## src/rtl/hazard_scoreboard.sv

```systemverilog
// Issue/stall decision unit between IF/ID and execute: tracks in-flight destination registers,
// inserts bubbles on RAW hazards (or forwards when enabled) and counts stalled cycles.
module hazard_scoreboard #(
  parameter int unsigned DEPTH       = 2,
  parameter int unsigned FORWARD_EN  = 0,
  parameter int unsigned FLUSH_DEPTH = 1,
  parameter logic [31:0] NOP_INSTR   = 32'h0000_0013,
  parameter int unsigned CNT_W       = 16,
  parameter int unsigned AW          = $clog2(DEPTH + 1)
) (
  input  logic             clk,
  input  logic             rst,
  input  logic [31:0]      instr_in,
  input  logic             instr_valid,
  input  logic             flush,
  output logic [31:0]      instr_out,
  output logic             instr_out_valid,
  output logic             stall,
  output logic [AW-1:0]    fwd_rs1_sel,
  output logic [AW-1:0]    fwd_rs2_sel,
  output logic [CNT_W-1:0] stall_count
);

  localparam logic [6:0] OpLui   = 7'b0110111;
  localparam logic [6:0] OpAuipc = 7'b0010111;
  localparam logic [6:0] OpJal   = 7'b1101111;
  localparam logic [6:0] OpR     = 7'b0110011;
  localparam logic [6:0] OpS     = 7'b0100011;
  localparam logic [6:0] OpB     = 7'b1100011;
  localparam logic [6:0] OpLoad  = 7'b0000011;

  // History entry k holds the instruction issued k+1 cycles ago.
  logic [DEPTH-1:0]      hv_q, hv_d, hl_q, hl_d;
  logic [DEPTH-1:0][4:0] hrd_q, hrd_d;

  logic [31:0]      instr_q, instr_d;
  logic             vld_q, vld_d;
  logic [AW-1:0]    sel1_q, sel1_d, sel2_q, sel2_d;
  logic [CNT_W-1:0] cnt_q, cnt_d;

  logic [6:0]       opcode;
  logic [4:0]       rs1, rs2, rd;
  logic             uses_rs1, uses_rs2, writes_rd, is_load;
  logic [DEPTH-1:0] m1, m2, hv_m;
  logic             hazard_raw, hazard, issue;
  logic [AW-1:0]    sel1, sel2;

  always_comb begin
    opcode    = instr_in[6:0];
    rs1       = instr_in[19:15];
    rs2       = instr_in[24:20];
    rd        = instr_in[11:7];
    uses_rs1  = !(opcode == OpLui || opcode == OpAuipc || opcode == OpJal);
    uses_rs2  = (opcode == OpR || opcode == OpS || opcode == OpB);
    writes_rd = !(opcode == OpS || opcode == OpB) && (rd != 5'd0);
    is_load   = (opcode == OpLoad);
  end

  always_comb begin
    m1 = '0;
    m2 = '0;
    for (int k = 0; k < int'(DEPTH); k++) begin
      m1[k] = hv_q[k] && uses_rs1 && (hrd_q[k] == rs1) && (hrd_q[k] != 5'd0);
      m2[k] = hv_q[k] && uses_rs2 && (hrd_q[k] == rs2) && (hrd_q[k] != 5'd0);
    end
    // Scanning oldest to youngest lets the youngest producer win.
    sel1 = '0;
    sel2 = '0;
    for (int k = int'(DEPTH) - 1; k >= 0; k--) begin
      if (m1[k]) sel1 = AW'(k + 1);
      if (m2[k]) sel2 = AW'(k + 1);
    end
    if (FORWARD_EN != 0) hazard_raw = (m1[0] || m2[0]) && hl_q[0];
    else                 hazard_raw = |{m1, m2};
    hazard = instr_valid && !flush && hazard_raw;
    issue  = instr_valid && !flush && !hazard;
  end

  assign stall = hazard;

  always_comb begin
    hv_m = hv_q;
    for (int k = 0; k < int'(DEPTH); k++) begin
      if (flush && k < int'(FLUSH_DEPTH)) hv_m[k] = 1'b0;
    end
    hv_d  = '0;
    hl_d  = '0;
    hrd_d = '0;
    for (int k = 1; k < int'(DEPTH); k++) begin
      hv_d[k]  = hv_m[k-1];
      hl_d[k]  = hl_q[k-1];
      hrd_d[k] = hrd_q[k-1];
    end
    hv_d[0]  = issue && writes_rd;
    hl_d[0]  = issue && is_load;
    hrd_d[0] = issue ? rd : 5'd0;

    instr_d = issue ? instr_in : NOP_INSTR;
    vld_d   = issue;
    sel1_d  = (issue && FORWARD_EN != 0) ? sel1 : '0;
    sel2_d  = (issue && FORWARD_EN != 0) ? sel2 : '0;
    cnt_d   = (stall && cnt_q != {CNT_W{1'b1}}) ? cnt_q + CNT_W'(1) : cnt_q;
  end

  always_ff @(posedge clk or posedge rst) begin
    if (rst) begin
      hv_q    <= '0;
      hl_q    <= '0;
      hrd_q   <= '0;
      instr_q <= NOP_INSTR;
      vld_q   <= 1'b0;
      sel1_q  <= '0;
      sel2_q  <= '0;
      cnt_q   <= '0;
    end else begin
      hv_q    <= hv_d;
      hl_q    <= hl_d;
      hrd_q   <= hrd_d;
      instr_q <= instr_d;
      vld_q   <= vld_d;
      sel1_q  <= sel1_d;
      sel2_q  <= sel2_d;
      cnt_q   <= cnt_d;
    end
  end

  assign instr_out       = instr_q;
  assign instr_out_valid = vld_q;
  assign fwd_rs1_sel     = sel1_q;
  assign fwd_rs2_sel     = sel2_q;
  assign stall_count     = cnt_q;

endmodule

```

## config.mk

```make
export PLATFORM = sky130hd
export DESIGN_NAME = hazard_scoreboard
export DESIGN_NICKNAME = d
export VERILOG_FILES = /design/src/rtl/hazard_scoreboard.sv
export SDC_FILE = /design/constraint.sdc
export NUM_CORES = 1
export LEC_CHECK = 0
export ABC_AREA = 1
export BUFFER_PORTS_ARGS = -buffer_cell sky130_fd_sc_hd__buf_2
export CAP_MARGIN = 0
export CORE_AREA = 4 4 94 114
export CTS_CLUSTER_DIAMETER = 50
export DETAILED_ROUTE_END_ITERATION = 8
export DIE_AREA = 0 0 98 118
export GPL_TIMING_DRIVEN = 0
export PLACE_DENSITY = 0.54
export SYNTH_ARGS = -nofsm -noshare
export SYNTH_HDL_FRONTEND = slang
export SYNTH_SLANG_ARGS = --single-unit
```

## constraint.sdc

```tcl
create_clock -name clk -period 3.7 [get_ports clk]
set_clock_uncertainty 0.05 [all_clocks]
set_input_delay 0.37 -clock clk [delete_from_list [all_inputs] [get_ports clk]]
set_output_delay 0.37 -clock clk [all_outputs]
set_load 0.1 [all_outputs]
```

Yosys cells after proc, flatten, opt, wreduce, memory -nomap -nowiden
Cells that the tools add are included.
W data, S select, Z words.
- output and inout bits: 54
- input port bits: 36
- flip-flop bits (word level): 61
- reductions and logical operators: 31
- mux-type cells: 3
- add/sub/neg operators: 1
- equal/unequal tests: 11
- operator list (cell ; count):
    $mux W32 ; 1
    $eq A7 B6 Y1 const B ; 3
    $eq A5 B5 Y1 ; 4
    $logic_and A1 B1 Y1 ; 18
    $add A16 B1 Y16 const B ; 1
    $ne A16 B16 Y1 const B ; 1
    $reduce_bool A5 Y1 ; 3
    $eq A7 B7 Y1 const B ; 2
    $eq A7 B5 Y1 const B ; 1
    $logic_or A1 B1 Y1 ; 5
    $mux W5 ; 1
    $logic_not A1 Y1 ; 4
    $reduce_or A4 Y1 ; 1
    $mux W1 ; 1

Depth between registers and ports, before layout
Gate-level depths: netlist of the first run.
- depth after elaboration: 12
- depth in mapped cells: 14
- mapped depth without buffers: 14

Worst setup path before layout of the first run
No wires, ideal clock.
- path type: reg-to-output
- start: register, netlist name instr_out[8]
- end: output port stall
- stages on the path, launching flop included: 12
- data arrival time: 3088 ps
- slack: 192 ps
- path buffers: 0
- cells stage by stage: dfrtp_1 > inv_1 > nand2_1 > nand2_1 > nand2_1 > nor2_1 > nand2_1 > nand2_1 > nand2_1 > nand2_2 > inv_1 > nor3_1
- RTL lines (what ; RTL line ; source):
    to (decl) ; 18 ; output logic stall,

==> reports/metrics.csv, run 1 <==
stage;metric;value;unit
run_status;outcome;finished, final reports clean;
layout;final core occ;0.3765;
timing;setup TNS;0;ns
pwr;Net Switching;440.1;uW
pwr;Switching Share;0.3160;
timing;Final min period;2.584;ns
routing;initial DRC count;77;
clocking;CTS hold repair buffers;0;
worst_setup_path;Startpoint Class;flop;
routing;# DRC;0;
synth;Synth warnings;0;
routing;ANT nets after route;0;
pwr;Leakage;0.002093;uW
worst_setup_path;Crit path arrival time;2.16;ns
routing;routed len/inst;12.17;um
place;Final GP Congestion;0.8922;
worst_setup_path;CP endpoint kind;output pin;
global_routing;initial antenna violation count;0;
pwr;Logic pwr share;0.186;
die;Die Y;118;um
synth;Post-Synth Adder-Cell Area;0.004440;
worst_setup_path;delay of the slowest cell on the worst path;0.45;ns
timing;Finish-stage setup viols;0;
timing;RSZ-0062 raised after global routing;no;
clocking;clk sink count;56;
worst_setup_path;Req. time, crit path;3.28;ns
timing;Slew Viols, Final;0;
pwr;Power Density;388.8;nW/um^2
clocking;CTS clk-pin slew, worst paths;0.07;ns
synth;largest family of logic cells by synthesized area;simple AND/OR/NAND/NOR gates;
die;IO Count;90;
routing;Via density;4.288;
synth;Synth Area in Compound Gates;0.01554;
global_routing;largest net degree at the start of global routing;38;
synth;Netlist Area Pre-Place;2818;um^2
layout;share of cells above drive strength 1;0.2604;
synth;synthesized area per cell;7.827;um^2
clocking;Post-CTS Setup Inserts;0;
routing;via count;2487;
timing;Slew @ Worst Pin;0.6874;ns
die;CORE AREA;9515;um^2
clocking;H-tree lvl count;2;
pwr;Int Pwr;952.7;uW
global_routing;first-pass GRT wire length;11870;um
worst_setup_path;cell family with the largest share of critical-path delay;simple AND/OR/NAND/NOR gates;
place;DPL Wire Length;5539;um
die;Die Span X;98;um
synth;area share of xor/xnor cells in the synthesized design;0.04973;
layout;fillers;1045;
die;Die Area;11560;um^2
timing;Slew headroom;0.5401;
timing;Fmax;0.3870;GHz
synth;Synth Area in Simple Gates;0.3108;
layout;Layout area overhead;27.13;%
clocking;CTS tree;built;
run;max_cap viols;0;
synth;multiplexer share of the synthesized area;0;
place;Port Buf Inserts;85;
synth;post-synthesis cell type count;25;
worst_setup_path;worst-path maximum fanout;9;
layout;Layout Nets;493;
global_routing;GRT Util Overall;0.1263;
global_routing;total congestion overflow;0;
hold_path;Hold/Removal Path Class;primary input to asynchronous set/reset pin;
synth;Yosys reg bits;56;
worst_setup_path;Reg2Reg Setup Slack;1.78;ns
timing;Final Hold Viols;0;
routing;drt total wl;7059;um
die;Initial Util;0.2961;
clocking;clk root buf;clkbuf_16;
clocking;CTS Buffer Depth;2;
worst_setup_path;critical path type;flop to output pin;
worst_setup_path;Critical Path, Cell by Cell;inv_1 > nand2_1 > nand2_1 > nand2_1 > nor2_1 > nand2_1 > nand2_1 > nand2_1 > nand2_2 > inv_1 > nor3_1 > buf_2;
routing;TritonRoute pass-1 iters;5;
worst_setup_path;CP most frequent cell;nand2_1;
clocking;CTS Buf Count;5;
die;Rows;39;
worst_setup_path;CP max stage cell;buf_2;
pwr;maximum VDD drop;0.0001981;V
synth;Seq/Total Area, Yosys;0.4987;
pwr;clock power share;0.355;
clocking;Resize count post-CTS;0;
clocking;Skew-Pair Late Insertion Delay;0.30;ns
timing;period utilisation layout;0.6984;
synth;Synth Instances;360;
pwr;Seq pwr share;0.460;
layout;Antenna diodes;0;
worst_setup_path;Buf/Inv on CP;3;
global_routing;vias in the first global route;2526;
[placed cells by master, fill, tap and decap left out, drive strengths merged]
| master | n |
|---|---|
| nand2 | 112 |
| buf | 101 |
| inv | 60 |
| dfrtp | 53 |
| nor2 | 52 |
| nand4 | 20 |
| nand3 | 14 |
| xnor2 | 9 |
| xor2 | 7 |
| clkbuf | 7 |
| a21oi | 4 |
| conb | 4 |
| nor3 | 4 |
| dfstp | 3 |
| o21ai | 2 |
| clkinvlp | 2 |
| a211oi | 1 |
| o22ai | 1 |
| ha | 1 |
[worst reg2reg max path, stage by stage, from the launching register on]
cell     delay [ns]
dfrtp_1        0.43
inv_1          0.13
nand2_1        0.06
nand2_1        0.06
nand2_1        0.08
nor2_1         0.10
nand2_1        0.05
nand2_1        0.07
nand2_1        0.06
nand2_2        0.18
inv_1          0.08
nand2_1        0.13
buf_2          0.26
nor2_1         0.07
[power groups by stage]
stage | Sequential (uW) | Combinational, uW | Clock, uW
after global placement | 652 | 257 | 0
after global routing | 642 | 278 | 539
final | 640 | 258 | 494
after floorplan | 748 | 102 | 0
after CTS | 640 | 261 | 513
after detailed placement | 652 | 261 | 0
[flip-flops by register name (all words and copies together), names as in the netlist]
| signal | count |
|---|---|
| hv_q | 2 |
| stall_count | 16 |
| instr_out_valid | 1 |
| instr_out | 32 |
| hrd_q | 5 |
[metrics by stage]
| step | cell area [um^2] | hold WS [ns] | total power [uW] | cells | worst slack [ns] |
|---|---|---|---|---|---|
| after global routing | 3582 | 0.06617 | 1460 | 580 | 0.8236 |
| after floorplan | 2829 | 0.3634 | 850.0 | 363 | 0.1920 |
| after CTS | 3582 | 0.05004 | 1414 | 580 | 1.074 |
| after detailed placement | 3428 | 0.3713 | 912.9 | 572 | 1.336 |
| after global placement | 3408 | 0.3950 | 908.6 | 571 | 1.100 |
| final | 3582 | 0.03719 | 1393 | 580 | 1.116 |
[logic make-up (layout without fill, tap and decap cells)]
group | Yosys count | in the layout
adder cells (fa/ha/maj) | 1 | 1
other | 1 | 4
XOR/XNOR | 16 | 16
AO/OA/AOI/OAI | 8 | 8
flip-flops | 56 | 56
buffers and inverters | 76 | 170
AND/OR/NAND/NOR | 202 | 202
[layout make-up]
class | count | area, um^2 | area share
Sequential cell | 56 | 1405 | 0.3922
Multi-Input combinational cell | 231 | 1087 | 0.3035
Timing Repair Buffer | 86 | 445.4 | 0.1243
Inverter | 60 | 225.2 | 0.06287
Tap cell | 123 | 153.9 | 0.04296
Clock buffer | 6 | 138.9 | 0.03877
Buffer | 16 | 111.4 | 0.03109
Clock inverter | 2 | 15.01 | 0.004191
[cell usage after synthesis, drive strengths merged]
library cell	count	area [um^2]
ha	1	12.51
nor2	52	202.7
dfstp	3	78.83
conb	1	3.750
a21oi	4	20.02
o21ai	2	10.01
nand4	20	140.1
buf	15	107.6
nand3	14	82.58
nor3	4	25.02
clkbuf	1	3.750
dfrtp	53	1326
o22ai	1	6.260
xor2	7	61.31
a211oi	1	7.510
inv	60	225.2
xnor2	9	78.83
nand2	112	425.4
[metal layers]
layer	vias up	share of wire	global-route usage
li1	1276	-	-
met3	13	0.064	0.03082
met1	1118	0.40	0.1416
met2	80	0.51	0.2283
met4	0	0.023	0.04675
met5	-	0	0
[worst paths after layout]
check                              start        endpoint  cells past startpoint
setup / recovery            instr_out[8]           stall                     12
hold / removal                       rst  stall_count[9]                      2
setup reg to reg            instr_out[8]   instr_out[20]                     13
hold reg to reg            instr_out[10]        hrd_q[8]                      0
max in group asynchronous            rst    instr_out[1]                      3
min in group clk                   flush         hv_q[1]                      2
Power figures use the tool's default switching activity.
==> run 2: changes to the inputs <==
==> config.mk (replaced) <==
export PLATFORM = sky130hd
export DESIGN_NAME = hazard_scoreboard
export DESIGN_NICKNAME = d
export VERILOG_FILES = /design/src/rtl/hazard_scoreboard.sv
export SDC_FILE = /design/constraint.sdc
export NUM_CORES = 1
export LEC_CHECK = 0
export ABC_AREA = 0
export BUFFER_PORTS_ARGS = -buffer_cell sky130_fd_sc_hd__buf_2
export CAP_MARGIN = 0
export CORE_AREA = 4 4 87 105
export CTS_CLUSTER_DIAMETER = 50
export DETAILED_ROUTE_END_ITERATION = 8
export DIE_AREA = 0 0 91 109
export GPL_TIMING_DRIVEN = 0
export PLACE_DENSITY = 0.57
export SYNTH_ARGS = -nofsm -noshare
export SYNTH_HDL_FRONTEND = slang
export SYNTH_SLANG_ARGS = --single-unit
==> constraint.sdc (replaced) <==
create_clock -name clk -period 2.1 [get_ports clk]
set_clock_uncertainty 0.05 [all_clocks]
set_input_delay 0.21 -clock clk [delete_from_list [all_inputs] [get_ports clk]]
set_output_delay 0.21 -clock clk [all_outputs]
set_load 0.1 [all_outputs]
==> run 2 against run 1 <==
Effect of this change:
- the flow now finishes with violations (setup timing)
- highest routed layer unchanged
- critical endpoint unchanged
- die area fell by 14%
- setup slack got worse by 1.4 ns
- non-clock buffer count rose by 17
==> reports/metrics.csv, run 2 <==
stage;metric;value;unit;change
worst_setup_path;Buf/Inv on CP;1;;was 3
routing;ANT nets after route;0;;unchanged
timing;Fmax;0.4220;GHz;
die;CORE AREA;8108;um^2;was 9515 um^2
global_routing;largest net degree at the start of global routing;34;;was 38
worst_setup_path;worst-path maximum fanout;4;;was 9
timing;Final min period;2.370;ns;
place;DPL Wire Length;4253;um;was 5539 um
die;Die Y;109;um;was 118 um
die;IO Count;90;;unchanged
synth;Netlist Area Pre-Place;2400;um^2;was 2818 um^2
clocking;H-tree lvl count;2;;unchanged
worst_setup_path;RR Endpoint;stall_count[15];;was instr_out[20]
synth;count leader, synth;dfrtp_1;;was nand2_1
routing;drt total wl;6145;um;was 7059 um
run_status;failing checks;setup timing;;
place;Final GP Congestion;0.8595;;was 0.8922
layout;Multi-input gate area;1124;um^2;was 1087 um^2
synth;area leader, netlist;dfrtp_1;;unchanged
worst_setup_path;CP max stage cell;or4_4;;was buf_2
timing;Slew @ Worst Pin;0.5378;ns;was 0.6874 ns
synth;Post-synth EDFFs;0;;unchanged
timing;Slew headroom;0.6409;;was 0.5401
worst_setup_path;Req. time, crit path;1.84;ns;was 3.28 ns
routing;via count;1826;;was 2487
global_routing;initial antenna violation count;0;;unchanged
synth;Yosys reg bits;56;;unchanged
synth;Synth top area share;0.5527;;was 0.4707
hold_path;hold worst-path end;hv_q[1];;
routing;routed len/inst;14.88;um;was 12.17 um
die;Die Area;9919;um^2;was 11560 um^2
global_routing;vias in the first global route;1975;;was 2526
synth;Seq/Total Area, Yosys;0.5855;;was 0.4987
pwr;Leakage;0.001781;uW;was 0.002093 uW
worst_setup_path;Reg2Reg Setup Slack;-0.23;ns;was 1.78 ns
worst_setup_path;Critical Path, Cell by Cell;or4_4 > o21ai_4 > nor4_4 > o22ai_2 > and2_4 > nor2_4 > buf_12;;was inv_1 > nand2_1 > nand2_1 > nand2_1 > nor2_1 > nand2_1 > nand2_1 > nand2_1 > nand2_2 > inv_1 > nor3_1 > buf_2
worst_setup_path;Crit path arrival time;2.11;ns;was 2.16 ns
worst_setup_path;Startpoint Class;flop;;unchanged
run_status;outcome;finished with violations;;was finished, final reports clean
timing;final worst slack;-0.2696;ns;was 1.116 ns
synth;FFs w/ async S/R, synth;1.000;;unchanged
worst_setup_path;Reg2Reg Depth;9;;was 13
synth;ys flop type;dfrtp_1;;unchanged
layout;Antenna diodes;0;;unchanged
timing;Finish-stage setup viols;50;;was 0
die;Initial Util;0.2960;;was 0.2961
pwr;Power Density;639.1;nW/um^2;was 388.8 nW/um^2
clocking;Skew-Pair Late Insertion Delay;0.31;ns;was 0.30 ns
die;Rows;36;;was 39
routing;initial DRC count;34;;was 77
synth;Post-synth top cells;dfrtp_1, and2_1, xnor2_1;;was nand2_1, inv_1, dfrtp_1
die;Die Span X;91;um;was 98 um
worst_setup_path;delay of the slowest cell on the worst path;0.54;ns;was 0.45 ns
clocking;CTS clk-pin slew, worst paths;0.11;ns;was 0.07 ns
global_routing;GRT Util Overall;0.1237;;was 0.1263
clocking;clk sink count;56;;unchanged
synth;Synth warnings;0;;unchanged
pwr;Final Power;2265;uW;was 1393 uW
clocking;CTS Buffer Depth;2;;unchanged
place;Post-Place Cells;387;;was 572
layout;max FFs per register;32;;unchanged
synth;most area-consuming cells after synthesis;dfrtp_1, xnor2_1, and2_1;;was dfrtp_1, nand2_1, inv_1
synth;synthesized area per cell;11.82;um^2;was 7.827 um^2
timing;setup TNS;-5.312;ns;was 0 ns
routing;# DRC;0;;unchanged
run;max_cap viols;0;;unchanged
hold_path;hold path cells;2;;
pwr;maximum VDD drop;0.0002907;V;was 0.0001981 V
worst_setup_path;critical path type;flop to output pin;;unchanged
clocking;CTS tree;built;;unchanged
layout;Sequential Area;1426;um^2;was 1405 um^2
worst_setup_path;reg2reg start;instr_out[10];;was instr_out[8]
layout;commonest non-fill, non-tap cell in the layout;buf_2;;was nand2_1
layout;Layout Nets;354;;was 493
timing;RSZ-0062 raised after global routing;yes;;was no
synth;Synth Instances;203;;was 360
global_routing;total congestion overflow;0;;unchanged
layout;final non-filler cell total;413;;was 580
clocking;clk root buf;clkbuf_8;;was clkbuf_16
synth;post-synthesis cell type count;31;;was 25
clocking;CTS Buf Count;5;;unchanged
place;Port Buf Inserts;85;;unchanged
place;worst slack, placed;-0.2787;ns;was 1.336 ns
timing;period utilisation layout;1.128;;
routing;TritonRoute pass-1 iters;4;;was 5
hold_path;worst hold start;flush;;
layout;Layout area overhead;47.65;%;was 27.13%
timing;worst hold slack;0.01515;ns;was 0.03719 ns
worst_setup_path;cell family with the largest share of critical-path delay;simple AND/OR/NAND/NOR gates;;unchanged
layout;share of cells above drive strength 1;0.5975;;was 0.2604
layout;leading cell types in the layout, fill and taps excluded;buf_2, dfrtp_1, xnor2_1, and2_4, buf_4;;was nand2_1, buf_2, inv_1, dfrtp_1, nor2_1
hold_path;Hold/Removal Path Class;primary input to flop;;was primary input to asynchronous set/reset pin
global_routing;first-pass GRT wire length;9798;um;was 11870 um
worst_setup_path;CP endpoint kind;output pin;;unchanged
layout;fillers;784;;was 1045
timing;Slew Viols, Final;0;;unchanged
routing;Via density;4.421;;was 4.288
timing;Final Hold Viols;0;;unchanged
==> run 2: changes by cell type in the layout (fill, tap and decap cells not counted), moves of 7 or more <==
cell	previous run	this run
dfrtp_1	53	36
nor2_1	51	5
nand4_1	19	8
buf_6	0	10
and2_1	0	12
dfrtp_2	0	17
and2_4	0	18
inv_1	59	2
buf_4	9	18
xnor2_1	9	19
nand2_1	110	3
nand3_1	13	6
==> run 2: worst max path at each step <==
| stage | start | slack [ns] | depth (start not counted) | endpoint |
|---|---|---|---|---|
| 6_report | instr_out[7] | -0.27 | 7 | stall |
| 5_1_grt | hrd_q[6] | -0.38 | 7 | stall |
| 4_1_cts | instr_out[8] | -0.36 | 8 | stall |
| 3_5_place_dp | instr_out[7] | -0.28 | 9 | instr_out[18] |
| 3_3_place_gp | rst | -0.44 | 2 | stall_count[3] |
| 2_1_floorplan | instr_out[7] | -0.01 | 9 | hv_q[0] |
==> run 2: repair_timing <==
action,CTS,global route
endpoints found under the hold margin,23,0
hold buffers,1,0
setup buffers,15,2
resized for setup,36,39
pin swaps,21,32
setup endpoints to repair,50,51
cloned,4,0
==> run 2: final cells by class <==
class                           instances  share of cell area
Clock inverter                          3            0.006356
Inverter                                3            0.003178
Sequential cell                        56              0.4025
Tap cell                               95             0.03355
Multi-Input combinational cell        132              0.3171
Buffer                                 14             0.03390
Timing Repair Buffer                  105              0.1840
Clock buffer                            5             0.01942
==> run 2: where the power goes <==
part           total (uW)  internal (uW)  leakage [uW]  switching [uW]
Sequential           1130           1110      0.000720            20.6
Clock                 617            240     0.0000485             376
Combinational         513            145       0.00101             368
==> run 2: routing by layer <==
layer	vias to the layer above	track usage	routed length, um
met4	0	0.03772	99
met2	49	0.2236	3264
li1	889	-	-
met1	880	0.1504	2553
met3	8	0.02208	227
met5	-	0	0
==> run 2: through the flow <==
step | area [um^2] | utilization
6_report | 3543 | 0.4370
5_1_grt | 3543 | 0.4370
4_1_cts | 3393 | 0.4185
3_5_place_dp | 3000 | 0.3701
3_3_place_gp | 2980 | 0.3676
2_1_floorplan | 2436 | -
==> run 2: cells by family after synthesis <==
family                     synth area share
and+or+nand+nor                      0.2007
DFF                                  0.5855
xor gates and xnor gates             0.1277
buffers and inverters               0.05005
AOI/OAI and AO/OA                   0.02451
adders and majority gates          0.005213
other                              0.001563
muxes                              0.004692
==> run 3: changes to the inputs <==
--- a/config.mk
+++ b/config.mk
@@ -9,6 +9,7 @@
 export BUFFER_PORTS_ARGS = -buffer_cell sky130_fd_sc_hd__buf_2
 export CAP_MARGIN = 0
 export CORE_AREA = 4 4 87 105
+export CTS_BUF_LIST = sky130_fd_sc_hd__clkbuf_2
 export CTS_CLUSTER_DIAMETER = 50
 export DETAILED_ROUTE_END_ITERATION = 8
 export DIE_AREA = 0 0 91 109
==> run 3 against run 2 <==
Effect of this change:
- the run still ends with setup timing left
- clock-buffer cell count stayed put
- global-route usage grew 0.74 points
- sequential share of layout area is 2.8 points lower
- first-iteration DRC count is 59% higher
- combinational power is 8.4% higher
- final cell count increased by 9.4%
- critical path depth up 5
- highest routed layer unchanged
==> reports/metrics.csv, run 3 (synthesis results as in run 2) <==
stage;metric;value;unit;change
clocking;CTS tree;built;;unchanged
run_status;failing checks;setup timing;;unchanged
worst_setup_path;critical path type;flop to flop;;was flop to output pin
clocking;CTS clk-pin slew, worst paths;0.30;ns;was 0.11 ns
worst_setup_path;CP endpoint kind;flop;;was output pin
routing;ANT nets after route;0;;unchanged
timing;Final Hold Viols;0;;unchanged
pwr;maximum VDD drop;0.0002562;V;was 0.0002907 V
routing;drt total wl;6325;um;was 6145 um
timing;Fmax;0.3894;GHz;was 0.4220 GHz
die;Rows;36;;unchanged
routing;TritonRoute pass-1 iters;4;;unchanged
place;Port Buf Inserts;85;;unchanged
timing;final worst slack;-0.4681;ns;was -0.2696 ns
pwr;Leakage;0.001892;uW;was 0.001781 uW
layout;max FFs per register;32;;unchanged
place;DPL Wire Length;4253;um;unchanged
layout;share of cells above drive strength 1;0.5350;;was 0.5975
die;IO Count;90;;unchanged
global_routing;vias in the first global route;2134;;was 1975
clocking;Skew-Pair Late Insertion Delay;0.45;ns;was 0.31 ns
global_routing;total congestion overflow;0;;unchanged
timing;RSZ-0062 raised after global routing;yes;;unchanged
layout;Antenna diodes;0;;unchanged
die;Die Area;9919;um^2;unchanged
worst_setup_path;critical path startpoint;instr_out[9];;was instr_out[7]
worst_setup_path;CP most frequent cell;buf_4;;
timing;Finish-stage setup viols;51;;was 50
routing;# DRC;0;;unchanged
timing;Slew @ Worst Pin;0.5226;ns;was 0.5378 ns
die;Die Span X;91;um;unchanged
clocking;clk root buf;clkbuf_2;;was clkbuf_8
timing;Slew headroom;0.6511;;was 0.6409
timing;period utilisation layout;1.223;;was 1.128
worst_setup_path;worst-path maximum fanout;4;;unchanged
layout;commonest non-fill, non-tap cell in the layout;buf_2;;unchanged
worst_setup_path;delay of the slowest cell on the worst path;0.50;ns;was 0.54 ns
timing;Slew Viols, Final;0;;unchanged
hold_path;Hold/Removal Path Class;primary input to flop;;unchanged
worst_setup_path;Crit path arrival time;2.93;ns;was 2.11 ns
worst_setup_path;CP max stage cell;dfrtp_2;;was or4_4
layout;Layout Nets;393;;was 354
routing;via count;2003;;was 1826
routing;Via density;4.431;;was 4.421
layout;Layout area overhead;58.65;%;was 47.65%
worst_setup_path;Req. time, crit path;2.46;ns;was 1.84 ns
worst_setup_path;Startpoint Class;flop;;unchanged
hold_path;worst hold start;instr_in[0];;was flush
global_routing;initial antenna violation count;0;;unchanged
clocking;clk sink count;56;;unchanged
place;Final GP Congestion;0.8595;;unchanged
run_status;outcome;finished with violations;;unchanged
timing;worst hold slack;0.1209;ns;was 0.01515 ns
routing;routed len/inst;13.99;um;was 14.88 um
clocking;H-tree lvl count;2;;unchanged
worst_setup_path;reg2reg start;instr_out[9];;was instr_out[10]
routing;initial DRC count;54;;was 34
die;Die Y;109;um;unchanged
layout;leading cell types in the layout, fill and taps excluded;buf_2, dfrtp_1, dlygate4sd3_1, buf_4, xnor2_1;;was buf_2, dfrtp_1, xnor2_1, and2_4, buf_4
layout;final core occ;0.4696;;was 0.4370
clocking;CTS Buf Count;5;;unchanged
pwr;Power Density;561.6;nW/um^2;was 639.1 nW/um^2
global_routing;GRT Util Overall;0.1311;;was 0.1237
die;CORE AREA;8108;um^2;unchanged
worst_setup_path;Critical Path, Cell by Cell;buf_4 > xnor2_2 > nand3_2 > nor4_4 > o22ai_2 > and2_4 > buf_4 > buf_6 > buf_6 > buf_4 > nor4_1 > xor2_1;;was or4_4 > o21ai_4 > nor4_4 > o22ai_2 > and2_4 > nor2_4 > buf_12
global_routing;largest net degree at the start of global routing;34;;unchanged
timing;Final min period;2.568;ns;was 2.370 ns
global_routing;first-pass GRT wire length;10280;um;was 9798 um
clocking;CTS Buffer Depth;2;;unchanged
run;max_cap viols;0;;unchanged
die;Initial Util;0.2960;;unchanged
## run 3: cell types whose count changed in the layout (fill, tap and decap cells not counted), sizes merged
cell         before  now
dlygate4sd3       1   34
buf             117  123
## run 3: worst paths after layout
check                                  endpoint  cells past startpoint  slack [ns]
worst max register to register  stall_count[13]                     12       -0.47
max in group asynchronous          instr_out[4]                      4        1.14
worst min register to register   stall_count[5]                      1        0.45
min in group asynchronous       stall_count[14]                      3        0.23
worst max-delay path            stall_count[13]                     12       -0.47
worst min-delay path                    hv_q[0]                      3        0.12
## run 3: what timing repair did
action,in CTS,in global routing
pin swaps,19,15
endpoints found under the setup margin,50,51
hold buffers,34,0
endpoints found under the hold margin,57,0
gates resized for setup,40,27
setup buffers,22,4
cloned,4,0
## run 3: final cells by class
cell class | count | area [um^2]
buffer | 14 | 120.1
clock buffer | 5 | 25.02
clock inverter | 3 | 22.52
fill | 765 | 4300
inverter | 3 | 11.26
multi-input combinational | 132 | 1064
sequential | 56 | 1428
tap | 95 | 118.9
timing repair buffer | 144 | 1018
## run 3: worst max-delay path: cells and delay by family, from the launching register on
kind / cells / cell delay (ns)
and+or+nand+nor: 4 / 0.91
AOI/OAI and AO/OA: 1 / 0.13
xor gates and xnor gates: 2 / 0.32
DFF: 1 / 0.50
buffers and inverters: 5 / 0.63
## run 3: power breakdown
part           total (uW)  leakage (uW)  internal [uW]  switching [uW]
Clock                 446     0.0000333           88.4             358
Combinational         556       0.00114            182             373
Sequential           1140      0.000719           1120            18.6
Total                2140       0.00189           1390             750
## run 3: metrics by stage
step	std cells	power [uW]	setup WS, ns	cell area [um^2]	setup TNS [ns]
after floorplan	206	1494	-0.01183	2436	-0.01183
after global placement	386	1593	-0.4384	2980	-24.78
after detailed placement	387	1601	-0.2787	3000	-8.296
after CTS	454	2140	-0.5558	3727	-21.17
after global routing	452	2249	-0.6173	3807	-23.34
final	452	2138	-0.4681	3807	-17.12
## run 3: layer usage
layer,wire (um),global-route usage
met3,238,0.02415
met2,3450,0.2409
met4,121,0.05172
met5,0,0
met1,2514,0.1508
